File: src/rtl/frame_pkg.sv
// Frame field widths shared by the tx scheduler, serializer and receiver,
// plus the scheduler state encoding.
package frame_pkg;
  localparam int ID_W      = 2;
  localparam int LEN_W     = 4;
  localparam int PAYLOAD_W = 128;

  typedef enum logic [1:0] {
    IDLE  = 2'd0,
    START = 2'd1,
    SEND  = 2'd2,
    GAP   = 2'd3
  } sched_state_e;
endpackage

File: src/rtl/tx_frame_scheduler_if.sv
// Requester-side and transmitter-side signals of the tx frame scheduler.
interface tx_frame_scheduler_if #(
  parameter int NUM_REQ = 4
);
  import frame_pkg::*;

  logic [NUM_REQ-1:0]           req;
  logic [ID_W*NUM_REQ-1:0]      req_dest_id;
  logic [LEN_W*NUM_REQ-1:0]     req_length;
  logic [PAYLOAD_W*NUM_REQ-1:0] req_payload;
  logic [NUM_REQ-1:0]           ack;
  logic [NUM_REQ-1:0]           err;
  logic [NUM_REQ-1:0]           grant;
  logic                         tx_start;
  logic [ID_W-1:0]              tx_dest_id;
  logic [ID_W-1:0]              tx_src_id;
  logic [LEN_W-1:0]             tx_length;
  logic [PAYLOAD_W-1:0]         tx_payload;
  logic                         tx_busy;
  logic                         tx_done;

  modport master (
    input  req, req_dest_id, req_length, req_payload, tx_busy, tx_done,
    output ack, err, grant, tx_start, tx_dest_id, tx_src_id, tx_length, tx_payload
  );

  modport slave (
    output req, req_dest_id, req_length, req_payload, tx_busy, tx_done,
    input  ack, err, grant, tx_start, tx_dest_id, tx_src_id, tx_length, tx_payload
  );
endinterface

File: src/rtl/tx_frame_scheduler_rr_arbiter.sv
// Round-robin pick: first set request at index >= pointer, wrapping.
module rr_arbiter
  import frame_pkg::*;
#(
  parameter int NUM_REQ = 4
) (
  input  logic [NUM_REQ-1:0] i_req,
  input  logic [ID_W-1:0]    i_ptr,
  output logic [ID_W-1:0]    o_winner,
  output logic               o_valid
);
  int unsigned        w_idx;
  logic [NUM_REQ-1:0] w_sh;

  always_comb begin
    o_winner = '0;
    o_valid  = 1'b0;
    w_idx    = 0;
    w_sh     = '0;
    for (int unsigned i = 0; i < 32'(NUM_REQ); i++) begin
      w_idx = (32'(i_ptr) + i) % 32'(NUM_REQ);
      w_sh  = i_req >> w_idx;
      if (!o_valid && w_sh[0]) begin
        o_valid  = 1'b1;
        o_winner = ID_W'(w_idx);
      end
    end
  end
endmodule

File: src/rtl/tx_frame_scheduler.sv
// Shares one serial frame transmitter among NUM_REQ requesters: round-robin
// grant, one-cycle start, completion/watchdog wait, then an inter-frame gap.
module tx_frame_scheduler
  import frame_pkg::*;
#(
  parameter int NUM_REQ     = 4,
  parameter int IFG_CYCLES  = 16,
  parameter int WDOG_CYCLES = 1024
) (
  input logic                  clk,
  input logic                  rst_n,
  tx_frame_scheduler_if.master bus
);
  localparam int WD_W  = $clog2(WDOG_CYCLES) + 1;
  localparam int GAP_W = $clog2(IFG_CYCLES) + 1;
  localparam logic [WD_W-1:0]  WD_LAST  = WD_W'(WDOG_CYCLES - 2);
  localparam logic [GAP_W-1:0] GAP_LOAD = GAP_W'(IFG_CYCLES);
  localparam logic [ID_W-1:0]  LAST_IDX = ID_W'(NUM_REQ - 1);

  sched_state_e         r_state, w_state_nxt;
  logic [ID_W-1:0]      r_ptr, w_ptr_nxt;
  logic [WD_W-1:0]      r_wdog, w_wdog_nxt;
  logic [GAP_W-1:0]     r_gap, w_gap_nxt;
  logic [NUM_REQ-1:0]   r_ack, w_ack_nxt;
  logic [NUM_REQ-1:0]   r_err, w_err_nxt;
  logic [NUM_REQ-1:0]   r_grant, w_grant_nxt;
  logic                 r_start, w_start_nxt;
  logic [ID_W-1:0]      r_src, w_src_nxt;
  logic [ID_W-1:0]      r_dest, w_dest_nxt;
  logic [LEN_W-1:0]     r_len, w_len_nxt;
  logic [PAYLOAD_W-1:0] r_payload, w_payload_nxt;
  logic [ID_W-1:0]      w_winner;
  logic                 w_valid;

  rr_arbiter #(.NUM_REQ(NUM_REQ)) u_arb (
    .i_req   (bus.req),
    .i_ptr   (r_ptr),
    .o_winner(w_winner),
    .o_valid (w_valid)
  );

  always_comb begin
    w_state_nxt   = r_state;
    w_ptr_nxt     = r_ptr;
    w_wdog_nxt    = r_wdog;
    w_gap_nxt     = r_gap;
    w_ack_nxt     = '0;
    w_err_nxt     = '0;
    w_grant_nxt   = r_grant;
    w_start_nxt   = 1'b0;
    w_src_nxt     = r_src;
    w_dest_nxt    = r_dest;
    w_len_nxt     = r_len;
    w_payload_nxt = r_payload;
    unique case (r_state)
      IDLE: begin
        if (w_valid && !bus.tx_busy) begin
          w_src_nxt     = w_winner;
          w_dest_nxt    = ID_W'(bus.req_dest_id >> (ID_W * 32'(w_winner)));
          w_len_nxt     = LEN_W'(bus.req_length >> (LEN_W * 32'(w_winner)));
          w_payload_nxt = PAYLOAD_W'(bus.req_payload >> (PAYLOAD_W * 32'(w_winner)));
          w_grant_nxt   = NUM_REQ'(1) << w_winner;
          w_start_nxt   = 1'b1;
          w_state_nxt   = START;
        end
      end
      START: begin
        w_wdog_nxt  = '0;
        w_state_nxt = SEND;
      end
      SEND: begin
        // Expiry is decided as the count steps onto WDOG_CYCLES-1, so err is
        // visible exactly WDOG_CYCLES cycles after START; tx_done takes priority.
        if (bus.tx_done || r_wdog == WD_LAST) begin
          if (bus.tx_done) w_ack_nxt = r_grant;
          else             w_err_nxt = r_grant;
          w_grant_nxt = '0;
          w_ptr_nxt   = (r_src == LAST_IDX) ? '0 : r_src + ID_W'(1);
          w_gap_nxt   = GAP_LOAD;
          w_state_nxt = (IFG_CYCLES == 0) ? IDLE : GAP;
        end else begin
          w_wdog_nxt = r_wdog + WD_W'(1);
        end
      end
      GAP: begin
        if (r_gap <= GAP_W'(1)) begin
          w_gap_nxt   = '0;
          w_state_nxt = IDLE;
        end else begin
          w_gap_nxt = r_gap - GAP_W'(1);
        end
      end
      default: w_state_nxt = IDLE;
    endcase
  end

  always_ff @(posedge clk or negedge rst_n) begin
    if (!rst_n) begin
      r_state   <= IDLE;
      r_ptr     <= '0;
      r_wdog    <= '0;
      r_gap     <= '0;
      r_ack     <= '0;
      r_err     <= '0;
      r_grant   <= '0;
      r_start   <= 1'b0;
      r_src     <= '0;
      r_dest    <= '0;
      r_len     <= '0;
      r_payload <= '0;
    end else begin
      r_state   <= w_state_nxt;
      r_ptr     <= w_ptr_nxt;
      r_wdog    <= w_wdog_nxt;
      r_gap     <= w_gap_nxt;
      r_ack     <= w_ack_nxt;
      r_err     <= w_err_nxt;
      r_grant   <= w_grant_nxt;
      r_start   <= w_start_nxt;
      r_src     <= w_src_nxt;
      r_dest    <= w_dest_nxt;
      r_len     <= w_len_nxt;
      r_payload <= w_payload_nxt;
    end
  end

  assign bus.ack        = r_ack;
  assign bus.err        = r_err;
  assign bus.grant      = r_grant;
  assign bus.tx_start   = r_start;
  assign bus.tx_src_id  = r_src;
  assign bus.tx_dest_id = r_dest;
  assign bus.tx_length  = r_len;
  assign bus.tx_payload = r_payload;
endmodule

File: src/flat_wrapper.sv
// flat-port wrapper written by rule: the top's interface ports become plain ports
module tx_frame_scheduler_flat import frame_pkg::*;
#(
  parameter int NUM_REQ     = 4,
  parameter int IFG_CYCLES  = 16,
  parameter int WDOG_CYCLES = 1024
)
  (clk, rst_n, bus_req, bus_req_dest_id, bus_req_length, bus_req_payload, bus_tx_busy, bus_tx_done, bus_ack, bus_err, bus_grant, bus_tx_start, bus_tx_dest_id, bus_tx_src_id, bus_tx_length, bus_tx_payload);
  tx_frame_scheduler_if #(.NUM_REQ(NUM_REQ)) bus_i ();
  input logic clk;
  input logic rst_n;
  input wire logic [$bits(bus_i.req)-1:0] bus_req;
  input wire logic [$bits(bus_i.req_dest_id)-1:0] bus_req_dest_id;
  input wire logic [$bits(bus_i.req_length)-1:0] bus_req_length;
  input wire logic [$bits(bus_i.req_payload)-1:0] bus_req_payload;
  input wire logic [$bits(bus_i.tx_busy)-1:0] bus_tx_busy;
  input wire logic [$bits(bus_i.tx_done)-1:0] bus_tx_done;
  output wire logic [$bits(bus_i.ack)-1:0] bus_ack;
  output wire logic [$bits(bus_i.err)-1:0] bus_err;
  output wire logic [$bits(bus_i.grant)-1:0] bus_grant;
  output wire logic [$bits(bus_i.tx_start)-1:0] bus_tx_start;
  output wire logic [$bits(bus_i.tx_dest_id)-1:0] bus_tx_dest_id;
  output wire logic [$bits(bus_i.tx_src_id)-1:0] bus_tx_src_id;
  output wire logic [$bits(bus_i.tx_length)-1:0] bus_tx_length;
  output wire logic [$bits(bus_i.tx_payload)-1:0] bus_tx_payload;
  assign bus_i.req = bus_req;
  assign bus_i.req_dest_id = bus_req_dest_id;
  assign bus_i.req_length = bus_req_length;
  assign bus_i.req_payload = bus_req_payload;
  assign bus_i.tx_busy = bus_tx_busy;
  assign bus_i.tx_done = bus_tx_done;
  assign bus_ack = bus_i.ack;
  assign bus_err = bus_i.err;
  assign bus_grant = bus_i.grant;
  assign bus_tx_start = bus_i.tx_start;
  assign bus_tx_dest_id = bus_i.tx_dest_id;
  assign bus_tx_src_id = bus_i.tx_src_id;
  assign bus_tx_length = bus_i.tx_length;
  assign bus_tx_payload = bus_i.tx_payload;
  tx_frame_scheduler #(.NUM_REQ(NUM_REQ), .IFG_CYCLES(IFG_CYCLES), .WDOG_CYCLES(WDOG_CYCLES)) u_core (.clk(clk), .rst_n(rst_n), .bus(bus_i));
endmodule
File: config.mk
export PLATFORM = sky130hd
export DESIGN_NAME = tx_frame_scheduler_flat
export DESIGN_NICKNAME = d
export VERILOG_FILES = /design/src/rtl/frame_pkg.sv /design/src/rtl/tx_frame_scheduler_if.sv /design/src/rtl/tx_frame_scheduler_rr_arbiter.sv /design/src/rtl/tx_frame_scheduler.sv /design/src/flat_wrapper.sv
export SDC_FILE = /design/constraint.sdc
export NUM_CORES = 1
export LEC_CHECK = 0
export ABC_AREA = 1
export CAP_MARGIN = 15
export CORE_AREA = 2 2 269 271
export CTS_CLUSTER_DIAMETER = 40
export CTS_CLUSTER_SIZE = 12
export DETAILED_ROUTE_END_ITERATION = 16
export DIE_AREA = 0 0 271 273
export PLACE_DENSITY = 0.49
export SYNTH_ARGS = -nofsm -noshare
export SYNTH_HDL_FRONTEND = slang
export SYNTH_HIERARCHICAL = 1
export SYNTH_SLANG_ARGS = --single-unit
File: constraint.sdc
create_clock -name clk -period 2.1 [get_ports clk]
set_input_delay 0.42 -clock clk [delete_from_list [all_inputs] [get_ports clk]]
set_output_delay 0.42 -clock clk [all_outputs]
set_load 0.02 [all_outputs]
==> results of run 1 <==
## critical path, stage by stage, from the launching register on
cell	delay (ps)
dfrtp_2	460
buf_6	160
nand2_2	100
nand3_4	100
nand2_4	100
nor2_4	60
nand3_1	80
nand3_2	140
buf_4	180
nand2_4	70
inv_8	50
buf_12	150
buf_16	170
a22oi_2	200
nand3_2	120
nand2_1	80
nand2_1	50
## cell type report
cell class,instances,area share
clock buffers,20,0.0213
multi-input cells,1251,0.278
diodes,1,0.000122
clock inverters,12,0.00513
well taps,950,0.0581
flip-flops and latches,169,0.207
inverters,36,0.00795
repair buffers,822,0.423
## final timing paths
check                                                          to  slack [ps]
setup / recovery            u_core/bus.tx_payload[36]$_DFFE_PN0P_        -320
hold / removal              u_core/bus.tx_payload[55]$_DFFE_PN0P_         480
setup reg to reg            u_core/bus.tx_payload[36]$_DFFE_PN0P_        -320
hold reg to reg             u_core/bus.tx_payload[55]$_DFFE_PN0P_         480
max in group asynchronous  u_core/bus.tx_payload[123]$_DFFE_PN0P_         960
min in group asynchronous   u_core/bus.tx_payload[75]$_DFFE_PN0P_         500
## layer usage
layer | part of all wire | wire (um)
met3 | 0.065 | 3980
met2 | 0.52 | 31700
met4 | 0.027 | 1660
met5 | 0.00013 | 8
met1 | 0.39 | 23900
## where the power goes
group,total (mW),leakage [nW],switching [mW],internal (mW)
combinational,27.2,6.62,15.3,11.9
clock,3.09,0.259,1.54,1.55
sequential,5.50,2.15,0.861,4.64
total,35.8,9.04,17.7,18.1
## sequential cells by signal (all words and copies together) (netlist names)
| signal | count |
|---|---|
| u_core/bus.grant | 4 |
| u_core/bus.err | 4 |
| u_core/bus.tx_start | 1 |
| u_core/bus.tx_length | 4 |
| u_core/bus.tx_payload | 128 |
| u_core/r_wdog | 11 |
| u_core/bus.ack | 4 |
| u_core/bus.tx_src_id | 2 |
| u_core/bus.tx_dest_id | 2 |
| u_core/r_gap | 5 |
| u_core/r_ptr | 2 |
| u_core/r_state | 2 |
## logic make-up (layout without fill, tap and decap cells)
logic type	Yosys count	in the layout	synth area share
AO/OA/AOI/OAI	53	53	0.0349
XOR/XNOR	6	6	0.00516
adder cells (fa/ha/maj)	10	10	0.0123
buffers and inverters	125	890	0.0524
flip-flops	169	169	0.415
other	0	1	0
AND/OR/NAND/NOR	1182	1182	0.480
## per-stage QoR
stage                     worst slack (ps)  std cells
after CTS                             -344       3234
after detailed placement              -899       3197
after global placement                -859       3197
final                                 -317       3261
after global routing                  -417       3260
after floorplan                       34.8       1545
## cells in the final DEF, fill, tap and decap left out, types with 22 or more instances in the layout
cell type	Yosys	routed
nand3_1	60	51
nand2_1	964	945
dfrtp_1	169	167
clkdlybuf4s50_1	0	687
inv_1	28	26
clkbuf_16	0	31
nand4_1	106	106
buf_4	2	62
nor2_1	25	24
a22oi_2	0	22
buf_12	0	25
nand2_2	10	25
## repair_timing
item                                    4_1_cts  5_1_grt
pin swaps                                     9       26
hold buffers                                  1        0
resized for setup                            34       76
buffers inserted                              3        9
endpoints found under the setup margin      138      142
cloned                                        1       17
endpoints found under the hold margin        37        0
==> key figures, run 1 <==
Run status
  – Result of the run: finished with violations
  – Failing checks: setup timing

Clock network
  – Clock buffers created by TritonCTS: 17
  – Deepest level of the CTS H-tree: 4
  – Clock latency on the worst-skew pair: 470 ps
  – CTS sink count: ~170
  – Clock transition at path regs: 80 ps
  – Maximum clock insertion buffer count: 2
  – Clock root buffer master: clkbuf_16
  – CTS tree: built

Floorplanning
  – I/O pin cnt: slightly below 700
  – Total core area: just over 70000 sq um
  – Initial Util: 0.144
  – Number of rows created at floorplan: 98
  – Die H: ~270 um
  – Full die area: 74000 sq um
  – Die W: 271 um

Layout
  – Post-route cell area: approximately 20000 sq um
  – Final core occ: 0.288
  – Area of combinational cells with multiple inputs: 5680 sq um
  – Share of cells above drive strength 1: 0.108
  – Number of filler instances in the final layout: 7604
  – Area added between synthesis and finish: 101%
  – Total number of nets in the final design: 2851
  – FF+latch area: 4230 sq um

Detailed routing
  – Drc violations: 0
  – Vias post-DR: roughly 13000
  – Routed wirelength normalized by instance count: roughly 19 um
  – Vias per std cell: 4.09
  – Remaining number of nets flagged by the antenna check after routing: 0
  – Number of iterations in the first detailed-routing pass: 5
  – Initial DRC count: 721
  – Routed Wire Length: 61200 um

Critical path
  – Crit path launch: u_core/r_ptr[0]$_DFFE_PN0P_
  – Critical path class: reg2reg
  – Startpoint of the worst register-to-register path: u_core/r_ptr[0]$_DFFE_PN0P_
  – Startpoint type of the worst setup path: register
  – Data required time of the worst path: 2460 ps
  – Arrival time at the worst endpoint: 2780 ps
  – Capturing element type of the critical path: register
  – Worst-path fanout max: 13
  – Number of cells on the worst reg-to-reg path: 16

Power
  – Static Leak: roughly 9 nW
  – Highest ir drop seen on vdd: 0.00127 V
  – Overall power: 35.8 mW
  – Power per Cell Area: 1750 nW/um^2

Yosys
  – Number of synthesized flops with an enable pin: 0
  – Area of the mapped netlist: 10200 sq um
  – Net count of the mapped netlist: 2099
  – Count leader, synth: nand2_1
  – Top post-synthesis cells by area: dfrtp_1, nand2_1, nand4_1, nand3_1, a22oi_1
  – Synth warn: 6
  – Post-Syn Instances: between 1500 and 2000
  – Leading cell types by count after synthesis: nand2_1, dfrtp_1, nand4_1
  – Number of storage elements in the synthesis netlist: approximately 170
  – Share of the synthesized area in the top cell type: 0.415
  – Cell type contributing the most total cell area after synthesis: dfrtp_1
  – Mean instance size in the synthesized netlist: 6.60 sq um
  – Async set or reset register ratio after synthesis: 1.00
  – Register area share after synthesis: 0.415
  – Top FF cell, synth: dfrtp_1
  – Distinct cell type count of the synthesized netlist: 31

Global routing
  – Number of antenna violations at the first check in global routing: 2
  – Largest net degree at the start of global routing: 62
  – GR Layer Usage met3: 0.0415
  – Highest-utilization routing layer at the global route stage: met2
  – Vias in the first global route: around 13000
  – Total routing usage reported by global routing: 0.145
  – Wire length of the first global-routing pass: between 80000 and 90000 um
  – Remaining global-route overflow: 0
  – GR Util met1: 0.161
  – Met2 track demand over resource in global routing: 0.261

Timing
  – Worst rel slew slack: 0.684
  – Fmax achieved: between 400 and 500 MHz
  – Worst Slack Setup Final: -317 ps
  – Number of setup violations in the final report: approximately 140
  – Endpoints failing hold: 0
  – Total negative setup slack: -29550 ps
  – Transition at the pin with the smallest max-transition slack: 474 ps
  – Final Skew: 10.4 ps
  – Final worst hold slack: 476 ps
  – Final Max Slew Viols: 0
  – Fin crit period: 2420 ps
  – Share of the clock period used by the worst path after layout: 1.15
  – RSZ-0062 raised after global routing: true

Placed design
  – Final RePlAce weighted congestion: 0.964
  – Estimated wirelength of the detail-placed design: around 45000 um
  – Placed Area: 19000 sq um
  – Buffers on Ports: 692

Run
  – Max Cap Viol: 0

Worst hold path
  – Hold Crit Class: reg2reg
  – Startpoint of the tightest hold check path: u_core/bus.tx_payload[55]$_DFFE_PN0P_
  – Number of cells on the worst hold path: 2
No activity file was read; power rests on OpenSTA's default activity.
==> run 2: changes to the inputs <==
--- a/config.mk
+++ b/config.mk
@@ -5,14 +5,13 @@
 export SDC_FILE = /design/constraint.sdc
 export NUM_CORES = 1
 export LEC_CHECK = 0
-export ABC_AREA = 1
 export CAP_MARGIN = 15
-export CORE_AREA = 2 2 269 271
+export CORE_AREA = 2 2 267 269
 export CTS_CLUSTER_DIAMETER = 40
 export CTS_CLUSTER_SIZE = 12
 export DETAILED_ROUTE_END_ITERATION = 16
-export DIE_AREA = 0 0 271 273
-export PLACE_DENSITY = 0.49
+export DIE_AREA = 0 0 269 271
+export PLACE_DENSITY = 0.5
 export SYNTH_ARGS = -nofsm -noshare
 export SYNTH_HDL_FRONTEND = slang
 export SYNTH_HIERARCHICAL = 1
==> key figures, run 2 <==
Floorplanning
  – Full die area: 72900 sq um (was 74000 sq um)
  – Die H: 271 um (was 273 um)
  – Die W: 269 um (was 271 um)
  – Initial Util: 0.144 (about the same)
  – Number of rows created at floorplan: 97 (was 98)
  – Total core area: 69800 sq um (was 71000 sq um)
  – I/O pin cnt: 693 (unchanged)

Clock network
  – CTS tree: built (unchanged)
  – Clock latency on the worst-skew pair: 480 ps (was 470 ps)
  – CTS sink count: 169 (unchanged)
  – Clock buffers created by TritonCTS: 17 (unchanged)
  – Deepest level of the CTS H-tree: 4 (unchanged)
  – Maximum clock insertion buffer count: 2 (unchanged)
  – Clock root buffer master: clkbuf_16 (unchanged)
  – Clock transition at path regs: 70 ps (was 80 ps)

Yosys
  – Top post-synthesis cells by area: dfrtp_1, mux4_2, nand2_1, ha_1, nand3_1 (was dfrtp_1, nand2_1, nand4_1, nand3_1, a22oi_1)
  – Area of the mapped netlist: 10000 sq um (was 10200 sq um)
  – Count leader, synth: nand2_1 (unchanged)
  – Synth warn: 6 (unchanged)
  – Share of the synthesized area in the top cell type: 0.422 (was 0.415)
  – Complex-gate fraction of the synthesized area: 0.0290 (was 0.0349)
  – Multiplexer area fraction after synthesis: 0.310 (was 0)
  – Cell type contributing the most total cell area after synthesis: dfrtp_1 (unchanged)
  – Synthesized-area fraction occupied by and/or/nand/nor cells: 0.192 (was 0.480)
  – Net count of the mapped netlist: 1465 (was 2099)
  – Distinct cell type count of the synthesized netlist: 51 (was 31)
  – Number of synthesized flops with an enable pin: 0 (unchanged)
  – Synth Area in XOR/XNOR: 0 (was 0.00516)
  – Post-synthesis adder-cell area fraction: 0.0125 (was 0.0123)
  – Post-Syn Instances: 911 (was 1545)
  – Top FF cell, synth: dfrtp_1 (unchanged)
  – Async set or reset register ratio after synthesis: 1.00 (unchanged)
  – Mean instance size in the synthesized netlist: 11.0 sq um (was 6.60 sq um)
  – Leading cell types by count after synthesis: nand2_1, dfrtp_1, mux4_2 (was nand2_1, dfrtp_1, nand4_1)
  – Main combinational cell family by area after synthesis: multiplexers (was simple AND/OR/NAND/NOR gates)
  – Number of storage elements in the synthesis netlist: 169 (unchanged)
  – Register area share after synthesis: 0.422 (was 0.415)

Timing
  – Worst rel slew slack: 0.633 (was 0.684)
  – Fin crit period: 2320 ps (was 2420 ps)
  – Share of the clock period used by the worst path after layout: 1.11 (was 1.15)
  – Worst Slack Setup Final: -221 ps (was -317 ps)
  – Final Skew: 11.5 ps (was 10.4 ps)
  – Endpoints failing hold: 0 (unchanged)
  – Transition at the pin with the smallest max-transition slack: 552 ps (was 474 ps)
  – Fmax achieved: 431 MHz (was 414 MHz)
  – Final Max Slew Viols: 0 (unchanged)
  – RSZ-0062 raised after global routing: true (unchanged)
  – Number of setup violations in the final report: 134 (was 138)

Worst hold path
  – Hold Crit Class: in2async (was reg2reg)

Critical path
  – Arrival time at the worst endpoint: 2690 ps (was 2780 ps)
  – Data required time of the worst path: 2470 ps (was 2460 ps)
  – Slack of the worst reg-to-reg path: -160 ps (was -320 ps)
  – Startpoint type of the worst setup path: input port (was register)
  – Number of cells on the worst reg-to-reg path: 10 (was 16)
  – Worst-path fanout max: 7 (was 13)
  – Critical path class: in2reg (was reg2reg)
  – Capturing element type of the critical path: register (unchanged)

Placed design
  – Placed Area: 18700 sq um (was 19000 sq um)
  – Worst slack at placement: -830 ps (was -899 ps)
  – Final RePlAce weighted congestion: 0.871 (was 0.964)
  – Estimated wirelength of the detail-placed design: 45500 um (was 44800 um)
  – Buffers on Ports: 692 (unchanged)

Detailed routing
  – Routed Wire Length: 54800 um (was 61200 um)
  – Vias per std cell: 3.94 (was 4.09)
  – Vias post-DR: 10300 (was 13300)
  – Number of iterations in the first detailed-routing pass: 5 (unchanged)
  – Initial DRC count: 477 (was 721)
  – Remaining number of nets flagged by the antenna check after routing: 0 (unchanged)
  – Drc violations: 0 (unchanged)
  – Routed wirelength normalized by instance count: 20.9 um (was 18.8 um)

Layout
  – Share of cells above drive strength 1: 0.183 (was 0.108)
  – Area added between synthesis and finish: 97.5% (was 101%)
  – Number of filler instances in the final layout: 7274 (was 7604)
  – Number of flip-flops under the largest register name: 128 (unchanged)
  – Highest-count cells in the layout ignoring fill and taps: clkdlybuf4s50_1, nand2_1, dfrtp_1, mux4_2, buf_4 (was nand2_1, clkdlybuf4s50_1, dfrtp_1, nand4_1, buf_4)
  – Total number of nets in the final design: 2219 (was 2851)
  – Post-route cell area: 19800 sq um (was 20500 sq um)
  – Most frequent standard cell in the layout excluding fill and tap cells: clkdlybuf4s50_1 (was nand2_1)

Global routing
  – Number of antenna violations at the first check in global routing: 14 (was 2)
  – Remaining global-route overflow: 0 (unchanged)
  – Total routing usage reported by global routing: 0.147 (was 0.145)
  – Wire length of the first global-routing pass: 76000 um (was 80800 um)
  – Largest net degree at the start of global routing: 71 (was 62)
  – Vias in the first global route: 11200 (was 13400)

Run status
  – Result of the run: finished with violations (unchanged)
  – Failing checks: setup timing (unchanged)

Power
  – Overall power: 22.8 mW (was 35.8 mW)
  – Static Leak: 8.26 nW (was 9.04 nW)
  – Highest ir drop seen on vdd: 0.000426 V (was 0.00127 V)
  – Power per Cell Area: 1150 nW/um^2 (was 1750 nW/um^2)

Run
  – Max Cap Viol: 0 (unchanged)
[run 2: worst max-delay path, cell delays in order]
cell and delay [ps]:
clkdlybuf4s50_1 460, a221o_1 390, a21oi_4 180, buf_12 140
buf_16 140, buf_12 150, buf_16 150, mux4_2 510
nand2_2 80, nand2_2 50
[run 2: per-layer routing]
layer  share of wire  routed length, um  global-route usage
met5          0.0015                 81             0.00541
met4           0.030               1660              0.0557
met3            0.11               5850              0.0628
met2            0.49              26900               0.249
met1            0.37              20300               0.162
[run 2: where the power goes]
group	leakage, nW	switching, mW	internal (mW)
logic	5.83	6.77	7.25
registers	2.15	0.827	4.61
clock network	0.282	1.47	1.89
total	8.26	9.07	13.7
[run 2: final cells by class]
type | instances | area, sq um | share of cell area
flip-flops and latches | 169 | 4230 | 0.214
well taps | 940 | 1180 | 0.0594
clock buffers | 19 | 443 | 0.0224
clock inverters | 10 | 145 | 0.00733
inverters | 14 | 57.6 | 0.00291
repair buffers | 799 | 8230 | 0.416
diodes | 4 | 10.0 | 0.000506
multi-input cells | 664 | 5500 | 0.278
[run 2: logic make-up after synthesis]
logic type / Yosys count
AOI/OAI and AO/OA: 36
DFF: 169
buffers and inverters: 78
muxes: 142
adders and majority gates: 10
and+or+nand+nor: 476
[run 2: worst paths after layout]
| kind | startpoint | end |
|---|---|---|
| min reg2reg | u_core/bus.tx_payload[108]$_DFFE_PN0P_ | u_core/bus.tx_payload[108]$_DFFE_PN0P_ |
| max in group asynchronous | rst_n | u_core/r_wdog[3]$_DFFE_PN0P_ |
| max | bus_req[0] | u_core/bus.tx_payload[32]$_DFFE_PN0P_ |
| min in group clk | u_core/bus.tx_payload[108]$_DFFE_PN0P_ | u_core/bus.tx_payload[108]$_DFFE_PN0P_ |
| max reg2reg | u_core/r_ptr[0]$_DFFE_PN0P_ | u_core/bus.tx_payload[32]$_DFFE_PN0P_ |
| min | rst_n | u_core/bus.ack[0]$_DFF_PN0_ |
[run 2: timing repair]
action                     CTS  global route
hold endpoints to repair    40             0
setup buffers               13             1
setup endpoints to repair  139           138
pin swaps                   43            15
resized for setup           50            22
gates cloned                 4             1
hold buffers                 1             0
[run 2: metrics by stage]
stage          hold slack, ps  setup TNS (ps)   util  instances
3_3_place_gp              415          -99090  0.268       2569
5_1_grt                   461          -22890  0.284       2616
3_5_place_dp              420         -102180  0.268       2569
4_1_cts                   441          -12630  0.282       2614
2_1_floorplan             124           -5700      -        911
6_report                  461          -18960  0.284       2619
==> run 3: changes to the inputs <==
--- a/config.mk
+++ b/config.mk
@@ -5,12 +5,13 @@
 export SDC_FILE = /design/constraint.sdc
 export NUM_CORES = 1
 export LEC_CHECK = 0
+export ABC_AREA = 1
 export CAP_MARGIN = 15
-export CORE_AREA = 2 2 267 269
+export CORE_AREA = 2 2 269 271
 export CTS_CLUSTER_DIAMETER = 40
 export CTS_CLUSTER_SIZE = 12
 export DETAILED_ROUTE_END_ITERATION = 16
-export DIE_AREA = 0 0 269 271
+export DIE_AREA = 0 0 271 273
 export PLACE_DENSITY = 0.5
 export SYNTH_ARGS = -nofsm -noshare
 export SYNTH_HDL_FRONTEND = slang
==> key figures, run 3 (synthesized netlist as in run 1, its figures left out) <==
Critical path
  – Worst path max stage delay: 450 ps (was 510 ps)
  – CP max-delay cell: dfrtp_2 (was mux4_2)
  – Worst-path fanout max: 8 (was 7)
  – Top cell family by delay on the critical path: buffers and inverters (unchanged)
  – Startpoint type of the worst setup path: register (was input port)
  – Data required time of the worst path: 2520 ps (was 2470 ps)
  – Critical path class: reg2reg (was in2reg)
  – WP depth: 16 (was 10)
  – Number of cells on the worst reg-to-reg path: 16 (was 10)
  – Arrival time at the worst endpoint: 2760 ps (was 2690 ps)
  – Slack of the worst reg-to-reg path: -240 ps (was -160 ps)
  – Capturing element type of the critical path: register (unchanged)
  – Buf+Inv Stages, Crit Path: 7 (was 5)
  – Worst path cell trace: buf_6 -> nand2_4 -> nand2_4 -> buf_4 -> buf_4 -> nand4_1 -> nand3_2 -> buf_6 -> nor2_4 -> buf_8 -> buf_12 -> clkbuf_16 -> nand2_2 -> nand4_1 -> nand2_1 -> nand2_1 (was clkdlybuf4s50_1 -> a221o_1 -> a21oi_4 -> buf_12 -> buf_16 -> buf_12 -> buf_16 -> mux4_2 -> nand2_2 -> nand2_2)

Global routing
  – Wire length of the first global-routing pass: 80300 um (was 76000 um)
  – Largest net degree at the start of global routing: 44 (was 71)
  – Number of antenna violations at the first check in global routing: 1 (was 14)
  – Remaining global-route overflow: 0 (unchanged)
  – Total routing usage reported by global routing: 0.143 (was 0.147)
  – Vias in the first global route: 13400 (was 11200)

Placed design
  – Worst slack at placement: -689 ps (was -830 ps)
  – Final RePlAce weighted congestion: 0.880 (was 0.871)
  – Cell Count Post-Placement: 3223 (was 2569)
  – Buffers on Ports: 692 (unchanged)
  – Placed Area: 19200 sq um (was 18700 sq um)
  – Estimated wirelength of the detail-placed design: 44300 um (was 45500 um)

Clock network
  – CTS tree: built (unchanged)
  – Maximum clock insertion buffer count: 2 (unchanged)
  – Deepest level of the CTS H-tree: 4 (unchanged)
  – CTS sink count: 169 (unchanged)
  – Clock transition at path regs: 80 ps (was 70 ps)
  – Clock latency on the worst-skew pair: 490 ps (was 480 ps)
  – Clock buffers created by TritonCTS: 17 (unchanged)
  – Clock root buffer master: clkbuf_16 (unchanged)

Timing
  – Final Skew: 16.2 ps (was 11.5 ps)
  – Final worst hold slack: 473 ps (was 461 ps)
  – Share of the clock period used by the worst path after layout: 1.11 (about the same)
  – Fmax achieved: 428 MHz (was 431 MHz)
  – Fin crit period: 2340 ps (was 2320 ps)
  – Final Max Slew Viols: 0 (unchanged)
  – Total negative setup slack: -22410 ps (was -18960 ps)
  – Endpoints failing hold: 0 (unchanged)
  – Transition at the pin with the smallest max-transition slack: 443 ps (was 552 ps)
  – Worst Slack Setup Final: -238 ps (was -221 ps)
  – RSZ-0062 raised after global routing: true (unchanged)
  – Worst rel slew slack: 0.705 (was 0.633)
  – Number of setup violations in the final report: 137 (was 134)

Layout
  – Post-route cell area: 20900 sq um (was 19800 sq um)
  – Final core occ: 0.294 (was 0.284)
  – Share of cells above drive strength 1: 0.137 (was 0.183)
  – Area added between synthesis and finish: 105% (was 97.5%)
  – Most frequent standard cell in the layout excluding fill and tap cells: nand2_1 (was clkdlybuf4s50_1)
  – Non-filler instance count after layout: 3288 (was 2619)
  – Number of flip-flops under the largest register name: 128 (unchanged)
  – Total number of nets in the final design: 2878 (was 2219)
  – Highest-count cells in the layout ignoring fill and taps: nand2_1, clkdlybuf4s50_1, dfrtp_1, nand4_1, buf_4 (was clkdlybuf4s50_1, nand2_1, dfrtp_1, mux4_2, buf_4)
  – Number of filler instances in the final layout: 7604 (was 7274)

Detailed routing
  – Vias per std cell: 3.96 (was 3.94)
  – Vias post-DR: 13000 (was 10300)
  – Routed Wire Length: 57700 um (was 54800 um)
  – Remaining number of nets flagged by the antenna check after routing: 0 (unchanged)
  – Number of iterations in the first detailed-routing pass: 7 (was 5)
  – Initial DRC count: 671 (was 477)
  – Routed wirelength normalized by instance count: 17.5 um (was 20.9 um)
  – Drc violations: 0 (unchanged)

Worst hold path
  – Hold Crit Class: in2async (unchanged)

Power
  – Power per Cell Area: 1750 nW/um^2 (was 1150 nW/um^2)
  – Overall power: 36.6 mW (was 22.8 mW)
  – Highest ir drop seen on vdd: 0.00124 V (was 0.000426 V)
  – Static Leak: 9.31 nW (was 8.26 nW)

Run
  – Max Cap Viol: 0 (unchanged)

Floorplanning
  – Die H: 273 um (was 271 um)
  – Full die area: 74000 sq um (was 72900 sq um)
  – Number of rows created at floorplan: 98 (was 97)
  – Total core area: 71000 sq um (was 69800 sq um)
  – I/O pin cnt: 693 (unchanged)
  – Die W: 271 um (was 269 um)
  – Initial Util: 0.144 (about the same)

Run status
  – Failing checks: setup timing (unchanged)
  – Result of the run: finished with violations (unchanged)
run 3: cell type report:
| cell class | count | area (sq um) | area share |
|---|---|---|---|
| Inverter | 36 | 153 | 0.00732 |
| Tap cell | 950 | 1190 | 0.0570 |
| Sequential cell | 169 | 4230 | 0.203 |
| Clock inverter | 14 | 135 | 0.00648 |
| Multi-Input combinational cell | 1251 | 5850 | 0.281 |
| Antenna cell | 1 | 2.50 | 0.000120 |
| Timing Repair Buffer | 849 | 8870 | 0.425 |
| Clock buffer | 18 | 429 | 0.0206 |
run 3: power breakdown:
group          internal, mW  switching (mW)
registers              4.64           0.873
logic                  12.6            15.3
clock network          1.57            1.62
run 3: timing repair:
action	CTS	global route
pin swaps	11	68
setup endpoints to repair	142	142
hold buffers	1	0
gates cloned	2	13
gates resized for setup	49	135
endpoints found under the hold margin	35	0
buffers inserted	7	9
run 3: worst paths after layout:
check | startpoint | endpoint
max in group asynchronous | rst_n | u_core/bus.tx_payload[32]$_DFFE_PN0P_
min in group clk | u_core/bus.tx_payload[77]$_DFFE_PN0P_ | u_core/bus.tx_payload[77]$_DFFE_PN0P_
max | u_core/r_ptr[0]$_DFFE_PN0P_ | u_core/bus.tx_payload[63]$_DFFE_PN0P_
min | rst_n | u_core/bus.tx_payload[79]$_DFFE_PN0P_
min reg2reg | u_core/bus.tx_payload[77]$_DFFE_PN0P_ | u_core/bus.tx_payload[77]$_DFFE_PN0P_
max reg2reg | u_core/r_ptr[0]$_DFFE_PN0P_ | u_core/bus.tx_payload[63]$_DFFE_PN0P_
run 3: per-layer routing:
metal	routed length, um	part of all wire	up-vias	track usage
li1	-	-	6501	-
met1	23400	0.41	5961	0.169
met2	28800	0.50	511	0.242
met3	4020	0.070	58	0.0453
met4	1520	0.026	0	0.0531
met5	0	0	-	0
